===== src/rtl/spla_bus_pkg.sv =====
// rtl/spla_bus_pkg.sv - shared widths, default timing and phase encoding for the pin bus sequencer
package spla_bus_pkg;
    localparam int ADDR_W = 14;
    localparam int DATA_W = 8;

    localparam int DEF_T_SETUP  = 1;
    localparam int DEF_T_STROBE = 2;
    localparam int DEF_T_HOLD   = 1;
    localparam int DEF_T_TURN   = 1;
    localparam int DEF_CNT_W    = 4;

    typedef enum logic [2:0] {
        IDLE,
        SETUP,
        STROBE,
        HOLD,
        TURN
    } bus_state_t;
endpackage


===== src/rtl/pin_bus_phase_cnt.sv =====
// rtl/pin_bus_phase_cnt.sv - phase length down-counter with load, decrement and zero flag
module pin_bus_phase_cnt #(
    parameter int CNT_W = 4
) (
    input  logic             clk,
    input  logic             rst_n,
    input  logic             load,
    input  logic             dec,
    input  logic [CNT_W-1:0] load_val,
    output logic             zero
);
    logic [CNT_W-1:0] cnt;

    always_ff @(posedge clk or negedge rst_n) begin
        if (!rst_n) begin
            cnt <= '0;
        end else if (load) begin
            cnt <= load_val;
        end else if (dec && (cnt != '0)) begin
            cnt <= cnt - 1'b1;
        end
    end

    assign zero = (cnt == '0);
endmodule


===== src/rtl/pin_bus_sequencer.sv =====
// rtl/pin_bus_sequencer.sv - single-outstanding read/write sequencer for a strobed parallel pad bus
module pin_bus_sequencer
    import spla_bus_pkg::*;
#(
    parameter int T_SETUP  = DEF_T_SETUP,
    parameter int T_STROBE = DEF_T_STROBE,
    parameter int T_HOLD   = DEF_T_HOLD,
    parameter int T_TURN   = DEF_T_TURN,
    parameter int CNT_W    = DEF_CNT_W
) (
    input  logic              clk,
    input  logic              rst_n,
    input  logic              req_valid,
    output logic              req_ready,
    input  logic              req_write,
    input  logic [ADDR_W-1:0] req_addr,
    input  logic [DATA_W-1:0] req_wdata,
    output logic              rsp_valid,
    output logic [DATA_W-1:0] rsp_rdata,
    output logic              busy,
    output logic [ADDR_W-1:0] addr_o,
    output logic              addr_dir,
    input  logic [DATA_W-1:0] data_i,
    output logic [DATA_W-1:0] data_o,
    output logic              data_dir,
    output logic              rd_n,
    output logic              wr_n
);
    bus_state_t       state;
    bus_state_t       nxt;
    logic             write_q;
    logic             cur_write;
    logic             advance;
    logic             cnt_load;
    logic             cnt_dec;
    logic             cnt_zero;
    logic [CNT_W-1:0] cnt_val;

    // Zero-length phases are never entered, so the sequence folds straight past them.
    function automatic bus_state_t next_phase(input bus_state_t s, input logic wr);
        case (s)
            IDLE:    return (T_SETUP > 0) ? SETUP : STROBE;
            SETUP:   return STROBE;
            STROBE:  begin
                if (T_HOLD > 0)               return HOLD;
                else if (wr && (T_TURN > 0))  return TURN;
                else                          return IDLE;
            end
            HOLD:    return (wr && (T_TURN > 0)) ? TURN : IDLE;
            default: return IDLE;
        endcase
    endfunction

    function automatic logic [CNT_W-1:0] phase_len(input bus_state_t s);
        case (s)
            SETUP:   return CNT_W'(T_SETUP - 1);
            STROBE:  return CNT_W'(T_STROBE - 1);
            HOLD:    return CNT_W'(T_HOLD - 1);
            TURN:    return CNT_W'(T_TURN - 1);
            default: return '0;
        endcase
    endfunction

    always_comb begin
        cur_write = (state == IDLE) ? req_write : write_q;
        advance   = (state == IDLE) ? req_valid : cnt_zero;
        nxt       = next_phase(state, cur_write);
        cnt_load  = advance;
        cnt_val   = phase_len(nxt);
        cnt_dec   = !advance && (state != IDLE);
    end

    pin_bus_phase_cnt #(
        .CNT_W(CNT_W)
    ) u_phase_cnt (
        .clk      (clk),
        .rst_n    (rst_n),
        .load     (cnt_load),
        .dec      (cnt_dec),
        .load_val (cnt_val),
        .zero     (cnt_zero)
    );

    always_ff @(posedge clk or negedge rst_n) begin
        if (!rst_n) begin
            state     <= IDLE;
            write_q   <= 1'b0;
            rd_n      <= 1'b1;
            wr_n      <= 1'b1;
            data_dir  <= 1'b0;
            addr_dir  <= 1'b0;
            addr_o    <= '0;
            data_o    <= '0;
            rsp_rdata <= '0;
            rsp_valid <= 1'b0;
        end else begin
            rsp_valid <= 1'b0;
            if (advance) begin
                state <= nxt;
                rd_n  <= !((nxt == STROBE) && !cur_write);
                wr_n  <= !((nxt == STROBE) && cur_write);
                if (state == IDLE) begin
                    write_q  <= req_write;
                    addr_o   <= req_addr;
                    addr_dir <= 1'b1;
                    data_dir <= req_write;
                    if (req_write) begin
                        data_o <= req_wdata;
                    end
                end
                // Bus is released as soon as the strobe/hold window of a write closes.
                if ((nxt == TURN) || (nxt == IDLE)) begin
                    data_dir <= 1'b0;
                end
                if ((state == STROBE) && !write_q) begin
                    rsp_rdata <= data_i;
                    rsp_valid <= 1'b1;
                end
            end
        end
    end

    assign req_ready = (state == IDLE);
    assign busy      = (state != IDLE);
endmodule


===== config.mk =====
export PLATFORM = sky130hd
export DESIGN_NAME = pin_bus_sequencer
export DESIGN_NICKNAME = d
export VERILOG_FILES = /design/src/rtl/spla_bus_pkg.sv /design/src/rtl/pin_bus_phase_cnt.sv /design/src/rtl/pin_bus_sequencer.sv
export SDC_FILE = /design/constraint.sdc
export NUM_CORES = 1
export LEC_CHECK = 0
export CAP_MARGIN = 20
export CORE_MARGIN = 4
export CORE_UTILIZATION = 45
export CTS_CLUSTER_DIAMETER = 30
export DETAILED_ROUTE_END_ITERATION = 10
export PLACE_DENSITY = 0.83
export SETUP_SLACK_MARGIN = 0.4
export SYNTH_ARGS = -nofsm -noshare
export SYNTH_HDL_FRONTEND = slang
export SYNTH_HIERARCHICAL = 1
export SYNTH_SLANG_ARGS = --single-unit

===== constraint.sdc =====
create_clock -name clk -period 3.7 [get_ports clk]
set_input_delay 0.37 -clock clk [delete_from_list [all_inputs] [get_ports clk]]
set_output_delay 0.37 -clock clk [all_outputs]
set_load 0.05 [all_outputs]

==> metrics.txt, run 1 <==
# TYPE chip_impl_metric gauge
chip_impl_metric{name="yosys_register_bits",unit=""} 43
chip_impl_metric{name="grt_pass1_wl",unit="um"} 6680
chip_impl_metric{name="hold_buf_cts",unit=""} 0
chip_impl_metric{name="drv_cap",unit=""} 0
chip_impl_info{name="clock_tree_from_tritoncts",value="built"} 1
chip_impl_metric{name="timing_worst_slew_pin_value",unit="ns"} 0.941
chip_impl_metric{name="tns",unit="ns"} 0
chip_impl_metric{name="clk-insertion-delay-late",unit="ns"} 0.28
chip_impl_metric{name="post_synth_and_or_nand_nor_area_fraction",unit="%"} 19.2
chip_impl_metric{name="period_utilisation_layout",unit="%"} 67.0
chip_impl_metric{name="clock.fmax",unit="MHz"} 403
chip_impl_metric{name="num_vias",unit=""} 1402
chip_impl_metric{name="worst_ir_drop_vdd",unit="mV"} 0.521
chip_impl_info{name="setup.worst_path.end_class",value="flop"} 1
chip_impl_metric{name="dieHeight",unit="um"} 72.3
chip_impl_metric{name="synth_top_cell_area_share",unit="%"} 55.2
chip_impl_metric{name="remaining_design_rule_violation_count",unit=""} 0
chip_impl_metric{name="dieArea",unit="sq um"} 5220
chip_impl_metric{name="numClockSinks",unit=""} 43
chip_impl_metric{name="r2r.worst_path.cells",unit=""} 6
chip_impl_metric{name="ctsHtreeMaxLevel",unit=""} 2
chip_impl_metric{name="power.clock.fraction",unit="%"} 10.6
chip_impl_metric{name="synth-seq-area-share",unit="%"} 58.0
chip_impl_metric{name="slew_headroom",unit="%"} 37.2
chip_impl_metric{name="post_synth_instance_area",unit="sq um"} 1860
chip_impl_metric{name="power_leakage",unit="nW"} 1.19
chip_impl_info{name="crit_path_start",value="u_phase_cnt/cnt[0]"} 1
chip_impl_metric{name="regArea",unit="sq um"} 1080
chip_impl_metric{name="cts_made_buffers",unit=""} 5
chip_impl_metric{name="post_synth_num_cell_types",unit=""} 37
chip_impl_metric{name="initial_utilization",unit="%"} 46.4
chip_impl_metric{name="antenna_found_initial",unit=""} 0
chip_impl_metric{name="total_power",unit="mW"} 2.65
chip_impl_info{name="startpoint_type",value="flop"} 1
chip_impl_metric{name="timing.critical_path.fanout_max",unit=""} 12
chip_impl_metric{name="n_fill_cell",unit=""} 300
chip_impl_metric{name="area_fraction_in_compound_gates_after_synthesis",unit="%"} 6.87
chip_impl_metric{name="placer_congestion_estimate",unit=""} 0.823
chip_impl_metric{name="syn_to_final_growth",unit="%"} 43.0
chip_impl_metric{name="power_density",unit="nW/um^2"} 996
chip_impl_metric{name="globalRoute.totalOverflow",unit=""} 0
chip_impl_metric{name="net-switching-power",unit="mW"} 1.27
chip_impl_metric{name="synth_xor_area_share",unit="%"} 0
chip_impl_metric{name="clk_path_buf_depth",unit=""} 2
chip_impl_metric{name="avgSynthCellArea",unit="sq um"} 11.5
chip_impl_metric{name="report.final.hold_viol_count",unit=""} 0
chip_impl_metric{name="placementRows",unit=""} 23
chip_impl_metric{name="timing.final.crit_period",unit="ns"} 2.48
chip_impl_metric{name="global_route.usage.total",unit="%"} 16.5
chip_impl_metric{name="numPortBuffers",unit=""} 70
chip_impl_metric{name="setup_viol_count_final",unit=""} 0
chip_impl_metric{name="final_nets",unit=""} 269
chip_impl_metric{name="routed_wire_length_per_instance",unit="um"} 14.0
chip_impl_metric{name="vias_per_cell",unit=""} 4.92
chip_impl_info{name="rsz0062_at_grt",value="no"} 1
chip_impl_info{name="worst_path_max_delay_cell",value="sky130_fd_sc_hd__nor3b_2"} 1
chip_impl_metric{name="power.share.combinational",unit="%"} 57.2
chip_impl_metric{name="count_of_yosys_warnings_during_synthesis",unit=""} 6
chip_impl_info{name="post_synth_main_area_contributors",value="sky130_fd_sc_hd__dfrtp_1 (55%), sky130_fd_sc_hd__nand2_1 (9.5%), sky130_fd_sc_hd__mux2_2 (8.5%), sky130_fd_sc_hd__dfstp_2 (2.8%), sky130_fd_sc_hd__buf_6 (1.8%)"} 1
chip_impl_metric{name="slew_viol_final",unit=""} 0
chip_impl_metric{name="cell_internal_pwr",unit="mW"} 1.38
chip_impl_metric{name="via_count_of_the_first_global_routing_pass",unit=""} 1486
chip_impl_metric{name="dp_hpwl",unit="um"} 2950
chip_impl_metric{name="detailedRoute.firstIterationViolations",unit=""} 83
chip_impl_metric{name="design.portCount",unit=""} 71
chip_impl_metric{name="multi_input_area",unit="sq um"} 698
chip_impl_metric{name="ctsResizeCount",unit=""} 0
chip_impl_info{name="synthFlopType",value="sky130_fd_sc_hd__dfrtp_1"} 1
chip_impl_metric{name="sw_frac_of_total",unit="%"} 48.0
chip_impl_info{name="result_of_the_run",value="finished clean"} 1
chip_impl_metric{name="route.final.wire_length",unit="um"} 3990
chip_impl_info{name="min_path_type",value="in -> async"} 1
chip_impl_metric{name="cts_post_setup_buffers_inserted",unit=""} 0
chip_impl_metric{name="grt_start_max_net_pins",unit=""} 44
chip_impl_metric{name="drt-pass1-iter-count",unit=""} 4
chip_impl_metric{name="synth_async_sr_flop_share",unit="%"} 100
chip_impl_metric{name="share_of_synthesized_cell_area_in_full_adder_half_adder_and_majority_cells",unit="%"} 0.673
chip_impl_metric{name="synth-edff-count",unit=""} 0
chip_impl_info{name="r2r_start",value="u_phase_cnt/cnt[0]"} 1
chip_impl_info{name="worstPathCellList",value="inv_1, ha_1, nor3b_2, nand2_1, nor4_4, mux2_2"} 1
chip_impl_metric{name="timing.critical_path.required",unit="ns"} 3.87
chip_impl_metric{name="worst_clock_skew",unit="ns"} 0.00451
chip_impl_info{name="layout_common_cells",value="sky130_fd_sc_hd__clkdlybuf4s50_1 (69), sky130_fd_sc_hd__nand2_1 (47), sky130_fd_sc_hd__dfrtp_1 (41)"} 1
chip_impl_info{name="synth_largest_area_cell",value="sky130_fd_sc_hd__dfrtp_1"} 1
chip_impl_metric{name="final_antenna_net_count",unit=""} 0
chip_impl_metric{name="timing.critical_path.arrival",unit="ns"} 2.65
chip_impl_info{name="final_common_cell",value="sky130_fd_sc_hd__clkdlybuf4s50_1"} 1
chip_impl_info{name="worst-setup-path-type",value="reg -> reg"} 1
chip_impl_metric{name="proportion_of_layout_cells_with_a_drive_suffix_above_1",unit="%"} 13.6
chip_impl_metric{name="core_region_area",unit="sq um"} 4000
chip_impl_info{name="combinational_family_with_the_most_area_after_synthesis",value="simple AND/OR/NAND/NOR gates"} 1
chip_impl_metric{name="n_antenna_cell",unit=""} 0
chip_impl_metric{name="placement.cell_area",unit="sq um"} 2570
chip_impl_metric{name="sequentialPowerShare",unit="%"} 32.2
chip_impl_info{name="cts.root.buffer_cell",value="sky130_fd_sc_hd__clkbuf_8"} 1
chip_impl_metric{name="final_cell_area",unit="sq um"} 2660
chip_impl_metric{name="critical-path-max-stage-delay",unit="ns"} 0.57
chip_impl_metric{name="die_width",unit="um"} 72.3
chip_impl_metric{name="synth.mux.area_fraction",unit="%"} 10.2
chip_impl_metric{name="path_clk_slew",unit="ns"} 0.08
chip_impl_metric{name="synthCells",unit=""} 162
per-layer routing:
metal | up-vias | wire length (um) | track usage, %
li1 | 682 | - | -
met1 | 679 | 1730 | 21.0
met5 | - | 0 | 0
met2 | 37 | 2020 | 25.7
met3 | 4 | 192 | 5.54
met4 | 0 | 47 | 7.31
cell families (layout without fill, tap and decap cells):
kind of cell             Yosys count  after routing
AO/OA/AOI/OAI                     18             18
adder cells (fa/ha/maj)            1              1
buffers and inverters             16             87
flip-flops                        43             43
multiplexers                      17             17
other                              1              3
AND/OR/NAND/NOR                   66             66
flip-flops by register name, summed over array words and instances, names as in the netlist:
| name | flops |
|---|---|
| addr_o | 14 |
| data_o | 8 |
| rsp_rdata | 8 |
| u_phase_cnt/cnt | 4 |
| state | 3 |
| addr_dir | 1 |
| data_dir | 1 |
| rd_n | 1 |
| rsp_valid | 1 |
| wr_n | 1 |
| write_q | 1 |
power groups by stage:
stage / Clock (mW) / Combinational [mW] / Sequential, mW
6_report: 0.280 / 1.51 / 0.852
5_1_grt: 0.317 / 1.61 / 0.890
4_1_cts: 0.290 / 1.53 / 0.853
3_5_place_dp: 0 / 1.52 / 0.859
3_3_place_gp: 0 / 1.49 / 0.850
2_1_floorplan: 0 / 0.484 / 1.42
per-stage QoR:
stage	setup slack, ns	hold WS [ns]	util [%]	instances
floorplan	1.32	0.0744	-	164
global placement	1.27	0.449	64.3	277
detailed placement	1.20	0.466	64.3	277
CTS	1.21	0.246	66.4	285
global route	0.983	0.282	66.4	285
finish	1.22	0.228	66.4	285
Yosys cell counts, types with 2 or more instances:
| cell | count |
|---|---|
| sky130_fd_sc_hd__dfstp_2 | 2 |
| sky130_fd_sc_hd__dfrtp_1 | 41 |
| sky130_fd_sc_hd__mux2_1 | 2 |
| sky130_fd_sc_hd__nor3_1 | 2 |
| sky130_fd_sc_hd__buf_2 | 5 |
| sky130_fd_sc_hd__nand2_1 | 47 |
| sky130_fd_sc_hd__mux2_2 | 14 |
| sky130_fd_sc_hd__o21a_1 | 2 |
| sky130_fd_sc_hd__nor3b_1 | 2 |
| sky130_fd_sc_hd__a21oi_1 | 2 |
| sky130_fd_sc_hd__o21ai_0 | 6 |
| sky130_fd_sc_hd__nor2_1 | 2 |
| sky130_fd_sc_hd__buf_6 | 3 |
| sky130_fd_sc_hd__o22a_1 | 2 |
| sky130_fd_sc_hd__inv_1 | 8 |
cell type report:
cell class | count | area share [%]
sequential | 43 | 40.6
timing repair buffer | 71 | 26.5
multi-input combinational | 105 | 26.3
clock buffer | 6 | 2.73
tap | 50 | 2.35
inverter | 8 | 1.13
clock inverter | 2 | 0.471
final timing paths:
| check | endpoint | slack (ns) |
|---|---|---|
| max in group asynchronous | u_phase_cnt/cnt[2] | 2.89 |
| min in group clk | addr_dir | 0.48 |
| setup reg to reg | rsp_rdata[2] | 1.22 |
| setup / recovery | rsp_rdata[2] | 1.22 |
| hold reg to reg | addr_dir | 0.48 |
| hold / removal | addr_o[0] | 0.23 |
critical path: cells and delay by family, from the launching register on:
family,cells,cell delay [ns]
fa+ha+maj,1,0.20
buf+inv,1,0.08
flops,1,0.42
mux,1,0.40
simple gates,3,1.27
Power figures use the tool's default switching activity.
==> run 2: changes to the inputs <==
- CORE_UTILIZATION: 45 -> 43
- PLACE_DENSITY: 0.83 -> 0.8
- clock period: 3.7 -> 2.3 ns (I/O delays scaled with it)
==> metrics.txt, run 2 (same netlist as run 1, synthesis figures left out) <==
# TYPE chip_impl_metric gauge
chip_impl_info{name="result_of_the_run",value="finished clean"} 1
chip_impl_metric{name="total_power",unit="mW"} 4.57
chip_impl_metric{name="power.clock.fraction",unit="%"} 9.9
chip_impl_metric{name="timing.critical_path.arrival",unit="ns"} 1.63
chip_impl_metric{name="postLayoutCoreUtil",unit="%"} 70.3
chip_impl_info{name="worstPathCellList",value="clkdlybuf4s50_1"} 1
chip_impl_metric{name="power_leakage",unit="nW"} 1.29
chip_impl_info{name="cts.root.buffer_cell",value="sky130_fd_sc_hd__clkbuf_8"} 1
chip_impl_metric{name="remaining_design_rule_violation_count",unit=""} 0
chip_impl_info{name="path_delay_family",value="buffers and inverters"} 1
chip_impl_metric{name="net-switching-power",unit="mW"} 2.15
chip_impl_metric{name="cell_internal_pwr",unit="mW"} 2.42
chip_impl_metric{name="design.portCount",unit=""} 71
chip_impl_metric{name="timing.critical_path.required",unit="ns"} 2.07
chip_impl_metric{name="final-instance-count-excl-fill",unit=""} 303
chip_impl_metric{name="sequentialPowerShare",unit="%"} 29.8
chip_impl_metric{name="multi_input_area",unit="sq um"} 764
chip_impl_metric{name="largest_register_ff_count",unit=""} 14
chip_impl_metric{name="report.final.hold_viol_count",unit=""} 0
chip_impl_metric{name="worst-r2r-setup-slack",unit="ns"} 0.46
chip_impl_metric{name="critical-path-max-stage-delay",unit="ns"} 0.81
chip_impl_metric{name="tns",unit="ns"} 0
chip_impl_metric{name="clk-insertion-delay-late",unit="ns"} 0.29
chip_impl_metric{name="numPortBuffers",unit=""} 70
chip_impl_metric{name="globalRoute.totalOverflow",unit=""} 0
chip_impl_metric{name="slew_viol_final",unit=""} 0
chip_impl_metric{name="clk_path_buf_depth",unit=""} 2
chip_impl_metric{name="holdWs",unit="ns"} 0.428
chip_impl_metric{name="proportion_of_layout_cells_with_a_drive_suffix_above_1",unit="%"} 24.1
chip_impl_metric{name="grt_pass1_wl",unit="um"} 7150
chip_impl_metric{name="drv_cap",unit=""} 0
chip_impl_metric{name="syn_to_final_growth",unit="%"} 54.6
chip_impl_metric{name="regArea",unit="sq um"} 1080
chip_impl_metric{name="n_fill_cell",unit=""} 301
chip_impl_info{name="startpoint_type",value="flop"} 1
chip_impl_metric{name="drt-pass1-iter-count",unit=""} 4
chip_impl_metric{name="final_nets",unit=""} 287
chip_impl_info{name="final_common_cell",value="sky130_fd_sc_hd__clkdlybuf4s50_1"} 1
chip_impl_metric{name="detailedRoute.firstIterationViolations",unit=""} 89
chip_impl_metric{name="initial_utilization",unit="%"} 45.5
chip_impl_metric{name="setup_viol_count_final",unit=""} 0
chip_impl_info{name="setup.worst_path.end_class",value="output port"} 1
chip_impl_info{name="rsz0062_at_grt",value="yes"} 1
chip_impl_metric{name="placementRows",unit=""} 23
chip_impl_metric{name="global_route.usage.total",unit="%"} 17.5
chip_impl_metric{name="timing_worst_slew_pin_value",unit="ns"} 0.534
chip_impl_metric{name="dieArea",unit="sq um"} 5440
chip_impl_metric{name="n_antenna_cell",unit=""} 0
chip_impl_info{name="regMostFlops",value="addr_o"} 1
chip_impl_metric{name="core_region_area",unit="sq um"} 4090
chip_impl_metric{name="slew_headroom",unit="%"} 64.3
chip_impl_metric{name="power.share.combinational",unit="%"} 60.3
chip_impl_metric{name="dp_hpwl",unit="um"} 3280
chip_impl_metric{name="antenna_found_initial",unit=""} 0
chip_impl_metric{name="grt_start_max_net_pins",unit=""} 23
chip_impl_metric{name="timing.critical_path.fanout_max",unit=""} 2
chip_impl_metric{name="period_utilisation_layout",unit="%"} 80.9
chip_impl_metric{name="numClockSinks",unit=""} 43
chip_impl_metric{name="dieHeight",unit="um"} 73.7
chip_impl_metric{name="worst_clock_skew",unit="ns"} 0.00675
chip_impl_metric{name="placed_cells",unit=""} 283
chip_impl_metric{name="clock.fmax",unit="MHz"} 538
chip_impl_info{name="layout_common_cells",value="sky130_fd_sc_hd__clkdlybuf4s50_1 (66), sky130_fd_sc_hd__nand2_1 (45), sky130_fd_sc_hd__dfrtp_1 (39)"} 1
chip_impl_metric{name="placer_congestion_estimate",unit=""} 0.781
chip_impl_metric{name="sw_frac_of_total",unit="%"} 47.0
chip_impl_metric{name="worst_ir_drop_vdd",unit="mV"} 0.913
chip_impl_info{name="largest_registers",value="addr_o: 14 flops, data_o: 8 flops, rsp_rdata: 8 flops"} 1
chip_impl_metric{name="power_density",unit="nW/um^2"} 1590
chip_impl_info{name="worst_path_max_delay_cell",value="sky130_fd_sc_hd__clkdlybuf4s50_1"} 1
chip_impl_metric{name="die_width",unit="um"} 73.7
chip_impl_metric{name="routed_wire_length_per_instance",unit="um"} 14.5
chip_impl_metric{name="num_vias",unit=""} 1485
chip_impl_metric{name="vias_per_cell",unit=""} 4.90
chip_impl_metric{name="cts_made_buffers",unit=""} 5
chip_impl_info{name="min_path_type",value="in -> async"} 1
chip_impl_metric{name="path_buf_inv",unit=""} 1
chip_impl_metric{name="route.final.wire_length",unit="um"} 4410
chip_impl_info{name="worst-setup-path-type",value="reg -> out"} 1
chip_impl_metric{name="timing.final.crit_period",unit="ns"} 1.86
chip_impl_info{name="clock_tree_from_tritoncts",value="built"} 1
chip_impl_metric{name="path_clk_slew",unit="ns"} 0.08
chip_impl_metric{name="ctsHtreeMaxLevel",unit=""} 2
chip_impl_metric{name="final_antenna_net_count",unit=""} 0
chip_impl_metric{name="via_count_of_the_first_global_routing_pass",unit=""} 1572
==> run 2: worst paths after layout <==
path	endpoint	start	cells after the start
setup / recovery	rd_n	rd_n	1
hold / removal	rsp_rdata[4]	rst_n	2
setup reg to reg	u_phase_cnt/cnt[3]	u_phase_cnt/cnt[1]	9
hold reg to reg	addr_dir	addr_dir	1
max in group asynchronous	rd_n	rst_n	3
min in group clk	addr_o[9]	req_addr[9]	3
==> run 2: through the flow <==
step	setup WS [ns]	area, sq um
floorplan	0.335	1920
global placement	0.352	2660
detailed placement	0.305	2660
CTS	0.364	2820
global route	0.372	2870
finish	0.440	2870
==> run 2: routing by layer <==
layer / GRT usage [%] / share of wire (%) / wire, um
met1: 19.8 / 39 / 1710
met2: 29.9 / 52 / 2280
met3: 6.43 / 6.7 / 296
met4: 6.84 / 2.7 / 119
met5: 0 / 0 / 0
==> run 2: repair_timing <==
action                                  4_1_cts  5_1_grt
setup buffers                                 7        3
endpoints found under the hold margin        19        0
gates resized for setup                       5        7
hold buffers                                  1        0
pin swaps                                     2        2
gates cloned                                  1        0
endpoints found under the setup margin       11       13
==> run 2: cell type report <==
class | count | share of cell area (%)
Clock inverter | 1 | 0.261
Tap cell | 50 | 2.18
Timing Repair Buffer | 89 | 29.5
Clock buffer | 7 | 2.66
Inverter | 8 | 1.18
Sequential cell | 43 | 37.6
Multi-Input combinational cell | 105 | 26.6
==> run 2: power by group through the flow <==
stage	sequential [mW]	clock [mW]	combinational (mW)
2_1_floorplan	2.29	0	0.863
3_3_place_gp	1.36	0	2.53
3_5_place_dp	1.38	0	2.57
4_1_cts	1.36	0.468	2.69
5_1_grt	1.40	0.503	2.91
6_report	1.36	0.454	2.75
